### src/rtl/scs8hd_rep3_tx.sv
// Rep-3 serial transmitter: frames a word as start/data/stop bits, each sent as
// three identical chips of HOLD cycles, LSB-first, from a registered line driver.
module scs8hd_rep3_tx #(
  parameter int DATA_W = 8,
  parameter int HOLD   = 1
) (
  input  logic              CLK,
  input  logic              RESET,
  input  logic [DATA_W-1:0] DIN,
  input  logic              DIN_VALID,
  output logic              DIN_READY,
  output logic              TXD,
  output logic              BUSY,
  output logic              DONE
);
  localparam int HW = (HOLD > 1) ? $clog2(HOLD) : 1;
  localparam int BW = (DATA_W > 1) ? $clog2(DATA_W) : 1;

  localparam logic [1:0] S_IDLE  = 2'd0;
  localparam logic [1:0] S_START = 2'd1;
  localparam logic [1:0] S_DATA  = 2'd2;
  localparam logic [1:0] S_STOP  = 2'd3;

  logic [1:0]        r_state;
  logic [HW-1:0]     r_hold;
  logic [1:0]        r_chip;
  logic [BW-1:0]     r_bit;
  logic [DATA_W-1:0] r_sh;
  logic              r_txd;

  logic              w_hold_end;
  logic              w_grp_end;
  logic              w_last_bit;
  logic [DATA_W-1:0] w_sh_next;

  assign w_hold_end = (r_hold == HW'(HOLD - 1));
  assign w_grp_end  = w_hold_end && (r_chip == 2'd2);
  assign w_last_bit = (r_bit == BW'(DATA_W - 1));
  assign w_sh_next  = r_sh >> 1;

  assign DIN_READY = (r_state == S_IDLE);
  assign BUSY      = (r_state != S_IDLE);
  assign DONE      = (r_state == S_STOP) && w_grp_end;
  assign TXD       = r_txd;

  // TXD is loaded with the value of the state being entered, so it changes on
  // the same edge as the state register.
  always_ff @(posedge CLK or posedge RESET) begin
    if (RESET) begin
      r_state <= S_IDLE;
      r_sh    <= '0;
      r_txd   <= 1'b1;
    end else begin
      case (r_state)
        S_IDLE: if (DIN_VALID) begin
          r_sh    <= DIN;
          r_state <= S_START;
          r_txd   <= 1'b0;
        end
        S_START: if (w_grp_end) begin
          r_state <= S_DATA;
          r_txd   <= r_sh[0];
        end
        S_DATA: if (w_grp_end) begin
          r_sh <= w_sh_next;
          if (w_last_bit) begin
            r_state <= S_STOP;
            r_txd   <= 1'b1;
          end else begin
            r_txd <= w_sh_next[0];
          end
        end
        S_STOP: if (w_grp_end) begin
          r_state <= S_IDLE;
          r_txd   <= 1'b1;
        end
        default: begin
          r_state <= S_IDLE;
          r_txd   <= 1'b1;
        end
      endcase
    end
  end

  // Counters idle at zero and return there when the stop group wraps.
  always_ff @(posedge CLK or posedge RESET) begin
    if (RESET) begin
      r_hold <= '0;
      r_chip <= '0;
      r_bit  <= '0;
    end else if (r_state != S_IDLE) begin
      r_hold <= w_hold_end ? '0 : r_hold + 1'b1;
      if (w_hold_end)
        r_chip <= (r_chip == 2'd2) ? 2'd0 : r_chip + 2'd1;
      if (r_state == S_DATA && w_grp_end)
        r_bit <= w_last_bit ? '0 : r_bit + 1'b1;
    end
  end
endmodule

### config.mk
export PLATFORM = sky130hd
export DESIGN_NAME = scs8hd_rep3_tx
export DESIGN_NICKNAME = d
export VERILOG_FILES = /design/src/rtl/scs8hd_rep3_tx.sv
export SDC_FILE = /design/constraint.sdc
export NUM_CORES = 1
export LEC_CHECK = 0
export ABC_AREA = 1
export CORE_MARGIN = 2
export CORE_UTILIZATION = 51
export CTS_CLUSTER_DIAMETER = 120
export DETAILED_ROUTE_END_ITERATION = 6
export GPL_ROUTABILITY_DRIVEN = 1
export GPL_TIMING_DRIVEN = 1
export PLACE_DENSITY = 0.75
export SYNTH_ARGS = -nofsm -noshare
export SYNTH_HDL_FRONTEND = slang
export SYNTH_SLANG_ARGS = --single-unit
### constraint.sdc
create_clock -name CLK -period 1.45 [get_ports CLK]
set_input_delay 0.2175 -clock CLK [delete_from_list [all_inputs] [get_ports CLK]]
set_output_delay 0.2175 -clock CLK [all_outputs]
set_load 0.02 [all_outputs]
# Yosys cells after proc, flatten, opt, wreduce, memory -nomap -nowiden
# Index checks and enable logic that the tools add are counted.
totals:
  inputBits: 11
  out_inout_bits: 4
  elab_cells: 49
  ff_bits: 17
op_classes:
  n_reduce_logical: 11
  addsub: 3
  n_eq_ne: 10
  n_mux: 18
  n_bitwise: 1
op_table:
  columns: ["op", "count"]
  rows:
  - ["$mux W8", 2]
  - ["$pmux W8 S2", 1]
  - ["$mux W2", 6]
  - ["$ne A2 B2 Y1 const B", 5]
  - ["$pmux W2 S4", 1]
  - ["$eq A2 B2 Y1 const B", 3]
  - ["$mux W1", 6]
  - ["$reduce_and A5 Y1", 1]
  - ["$pmux W1 S4", 1]
  - ["$reduce_and A2 Y1", 2]
  - ["$reduce_and A4 Y1", 1]
  - ["$reduce_bool A2 Y1", 2]
  - ["$add A3 B1 Y3 const B", 1]
  - ["$eq A3 B3 Y1 const B", 1]
  - ["$logic_and A1 B1 Y1", 3]
  - ["$mux W3", 1]
  - ["$reduce_and A3 Y1", 1]
  - ["$add A2 B1 Y2 const B", 1]
  - ["$eq A2 B1 Y1 const B", 1]
  - ["$logic_not A2 Y1", 1]
  - ["$add A1 B1 Y1 const B", 1]
  - ["$not A1 Y1", 1]

# Longest topological paths before layout
depth:
  ltp_word: 4
  ltp_mapped: 9
  ltp_nobuf: 8

# Worst setup path after synthesis
# Ideal clock, no wire load.
synth_path:
  kind: "flip-flop to flip-flop"
  start: "register r_state[0]"
  end: "register r_sh[7]"
  n_path_buf: 0
  t_required_ps: 1333
  synth_period_minus_slack_ps: 1427
  stages_incl_launch_ff: 8
  setup_slack_ps: 23
  setup_time_ps: 117
  t_arrival_ps: 1310
  path_cell_list: "dfrtp_1 inv_1 ha_1 nand2_1 o21a_2 nand2_2 nand2_1 nand2_1"
synth_via:
  elab_chain_len: 3
  elab_cells_between_ends: 7
  cone_classes: "eq/ne: 3; mux: 1; reduce/logical: 3"
synth_rtl:
  columns: ["element", "line_no", "text"]
  rows:
  - ["from (decl)", "24", "logic [1:0] r_state;"]
  - ["from (signal assigned)", "50", "r_state <= S_IDLE;"]
  - ["from (signal assigned)", "57", "r_state <= S_START;"]
  - ["from (signal assigned)", "61", "r_state <= S_DATA;"]
  - ["$logic_not A2 Y1 (*)", null, null]
  - ["net DIN_READY", "11", "output logic DIN_READY,"]
  - ["$ne A2 B2 Y1 (no source line) / $reduce_bool A2 Y1 (equally long branches)", null, null]
  - ["$reduce_and A3 Y1 (no source line)", null, null]
  - ["to (signal assigned)", "65", "r_sh <= w_sh_next;"]
  - ["to (decl)", "28", "logic [DATA_W-1:0] r_sh;"]
# The timed path passes the listed nets; every way through them passes the cells marked *.
# A chain may end at the register's enable or synchronous reset.

# Worst setup path after layout
layout_path:
  start: "register r_state[0]"
  end: "register r_state[0]"
layout_via:
  elab_chain_len: 3
  elab_cells_between_ends: 11
  cone_classes: "eq/ne: 8; mux: 1; reduce/logical: 2"
layout_rtl:
  columns: ["element", "line_no", "text"]
  rows:
  - ["$eq A2 B2 Y1, or another cell as far along", "54", "case (r_state)"]
  - ["$ne A2 B2 Y1 (no source line)", null, null]
  - ["$reduce_and A5 Y1 (no source line)", null, null]
# Several ways; a longest one is shown, not always the timed one.

==> results.json <==
{
  "boundaryPins": 15,
  "synth-seq-area-share_pct": 42.86,
  "seq_area_um2": 401.6,
  "max_freq_ghz": 0.6822,
  "final_common_cell": "nand2_1",
  "multi_input_area_um2": 528.0,
  "reg2reg_depth": 10,
  "syn_area_um2": 937.1,
  "drtAntennaViolNets": 0,
  "drv_cap": 0,
  "crit_path_max_fanout": 6,
  "intPower_mw": 1.682,
  "hold_viol": 0,
  "power.leakage_nw": 0.7125,
  "synth.distinct_cells": 19,
  "numPortBuffers": 14,
  "wl_per_cell_um": 12.49,
  "clkPwrFrac_pct": 10.1,
  "finish.utilization_pct": 77.25,
  "finalMaxSlewViolations": 0,
  "gp_congestion": 0.8472,
  "root_buffer": "clkbuf_4",
  "tightestPinTransition_ns": 0.2140,
  "yosys_warnings": 0,
  "status": "finished with violations",
  "start_util_pct": 54.28,
  "relSlewSlack_pct": 85.73,
  "n_fill_cell": 133,
  "final_nets": 175,
  "whs_ns": 0.2172,
  "syn_area_per_cell_um2": 7.810,
  "antenna_found_initial": 0,
  "cts_buffers": 3,
  "via_per_inst": 4.945,
  "clkSlewWorstSetupHoldPaths_ns": 0.10,
  "end_kind": "flop",
  "hold_path_class": "primary input to asynchronous set/reset pin",
  "postCtsHoldBufs": 0,
  "area_growth_pct": 42.32,
  "rows": 15,
  "crit_type": "flop to flop",
  "ir_drop_v": 0.001487,
  "grtUsageTotal_pct": 21.26,
  "synth_fp_nets": 138,
  "power.switching_mw": 1.358,
  "mostFrequentLayoutCells": "48 x nand2_1, 16 x buf_4, 15 x dfrtp_1",
  "fin_crit_ns": 1.466,
  "clock_latency_ns": 0.29,
  "grt_pass1_wl_um": 3249,
  "die_area_mm2": 0.002196,
  "dr.pass1.iters": 4,
  "setup_viol": 1,
  "start_kind": "flop",
  "rsz0062_at_grt": "true",
  "antennaDiodeCount": 0,
  "cts_max_level": 1,
  "arrival_ns": 1.65,
  "fin_ws_ns": -0.01578,
  "grt_max_degree": 17,
  "post-route-period-util_pct": 101.1,
  "dpl.hpwl_um": 1473,
  "cts_buffer_depth": 2,
  "r2r_start": "r_state[0]",
  "power_frac_seq_pct": 25.6,
  "grt_pass1_vias": 780,
  "die_x_um": 46.87,
  "cp_data_required_time_ns": 1.63,
  "drc": 0,
  "reg2reg_slack_ns": -0.02,
  "p_sw_share_pct": 44.68,
  "layout-drive-gt1-share_pct": 30.13,
  "drt-initial-drc-count": 14,
  "power_density_mw_per_mm2": 2279,
  "ys_ff_latch": 16,
  "power_frac_comb_pct": 64.3,
  "worstReg2RegEnd": "r_state[0]",
  "tritoncts": "yes",
  "vias": 895,
  "die_y_um": 46.87,
  "grt.overflow.total": 0,
  "violations": "setup timing",
  "core_mm2": 0.001727,
  "clock_sinks": 16,
  "netlist_instances": 120,
  "worst_clock_skew_ns": 0.002051,
  "drt-total-wl_um": 2261
}
-- worst max-delay path by stage --
stage / startpoint / endpoint / slack (ns) / cells after the start
after floorplan: r_state[0] / r_sh[7] / 0.02 / 7
after global placement: r_state[0] / BUSY / -0.09 / 4
after detailed placement: r_state[0] / BUSY / -0.14 / 4
after CTS: r_state[0] / DONE / -0.06 / 5
after global routing: r_state[0] / r_state[0] / -0.08 / 10
final: r_state[0] / r_state[0] / -0.02 / 10
-- critical path, stage by stage (launching register included) --
cell,delay [ns]
dfrtp_1,0.41
inv_2,0.08
buf_6,0.12
ha_4,0.17
buf_6,0.12
nor2_4,0.11
nand2_4,0.06
nand2_4,0.09
nand2_2,0.06
nand2_1,0.07
nand2_1,0.07
-- synthesized netlist by cell type --
library cell / instances / area share, %
nand2_1: 49 / 20
dfrtp_1: 15 / 40
inv_1: 13 / 5.2
nand3_1: 11 / 5.9
ha_1: 7 / 9.3
o21ai_1: 6 / 3.2
nand2_2: 5 / 3.3
nand2_4: 2 / 2.4
o21ai_0: 2 / 1.1
a21oi_1: 1 / 0.53
buf_6: 1 / 1.2
dfstp_2: 1 / 2.8
inv_2: 1 / 0.40
nand3_2: 1 / 1.1
nand4_1: 1 / 0.67
nor2_1: 1 / 0.40
nor2_4: 1 / 1.2
o21a_2: 1 / 0.93
or2_2: 1 / 0.67
-- power groups by stage --
stage                     logic [mW]  registers (mW)  clock network (mW)
after global placement          1.59           0.777                   0
after CTS                       1.74           0.766               0.312
final                           1.96           0.777               0.306
after global routing            2.16           0.793               0.328
after floorplan                 1.07           0.766                   0
after detailed placement        1.64           0.790                   0
-- state kept, by name, indices dropped and copies added, names as in the netlist --
register / count
r_sh: 8
r_bit: 3
r_chip: 2
r_state: 2
TXD: 1
-- metrics by stage --
| stage | setup TNS (ns) | instance area, µm² | std cells | total power, mW | worst slack (ns) |
|---|---|---|---|---|---|
| 6_report | -0.01578 | 1334 | 181 | 3.040 | -0.01578 |
| 5_1_grt | -0.1855 | 1334 | 181 | 3.283 | -0.07868 |
| 4_1_cts | -0.05705 | 1265 | 179 | 2.816 | -0.05705 |
| 3_5_place_dp | -1.179 | 1202 | 172 | 2.427 | -0.1387 |
| 3_3_place_gp | -0.5159 | 1202 | 172 | 2.365 | -0.09272 |
| 2_1_floorplan | 0 | 937.1 | 120 | 1.835 | 0.02302 |
-- routing by layer --
metal	vias up	global-route usage (%)	part of all wire (%)
met1	418	25.71	44
met4	0	6.667	2.3
met3	8	2.308	3.8
li1	448	-	-
met5	-	0	0
met2	21	39.18	49
-- repair_timing --
action | in CTS | in global routing
buffers inserted | 3 | 2
pin swaps | 0 | 7
setup endpoints to repair | 18 | 13
resized for setup | 17 | 14
hold endpoints to repair | 0 | 0
-- cell type report --
type	count	share of cell area, %
inverter	14	3.940
clock buffer	4	2.720
multi-input combinational	89	39.59
sequential	16	30.11
tap	25	2.345
timing repair buffer	33	21.29
-- cells by family (layout without fill, tap and decap cells) --
logic type / Yosys count / count (layout) / share of synthesized area (%)
AO/OA/AOI/OAI: 10 / 10 / 5.741
flip-flops: 16 / 16 / 42.86
adder cells (fa/ha/maj): 7 / 7 / 9.345
AND/OR/NAND/NOR: 72 / 72 / 35.25
buffers and inverters: 15 / 51 / 6.809
(Power assumes the default switching activity.)
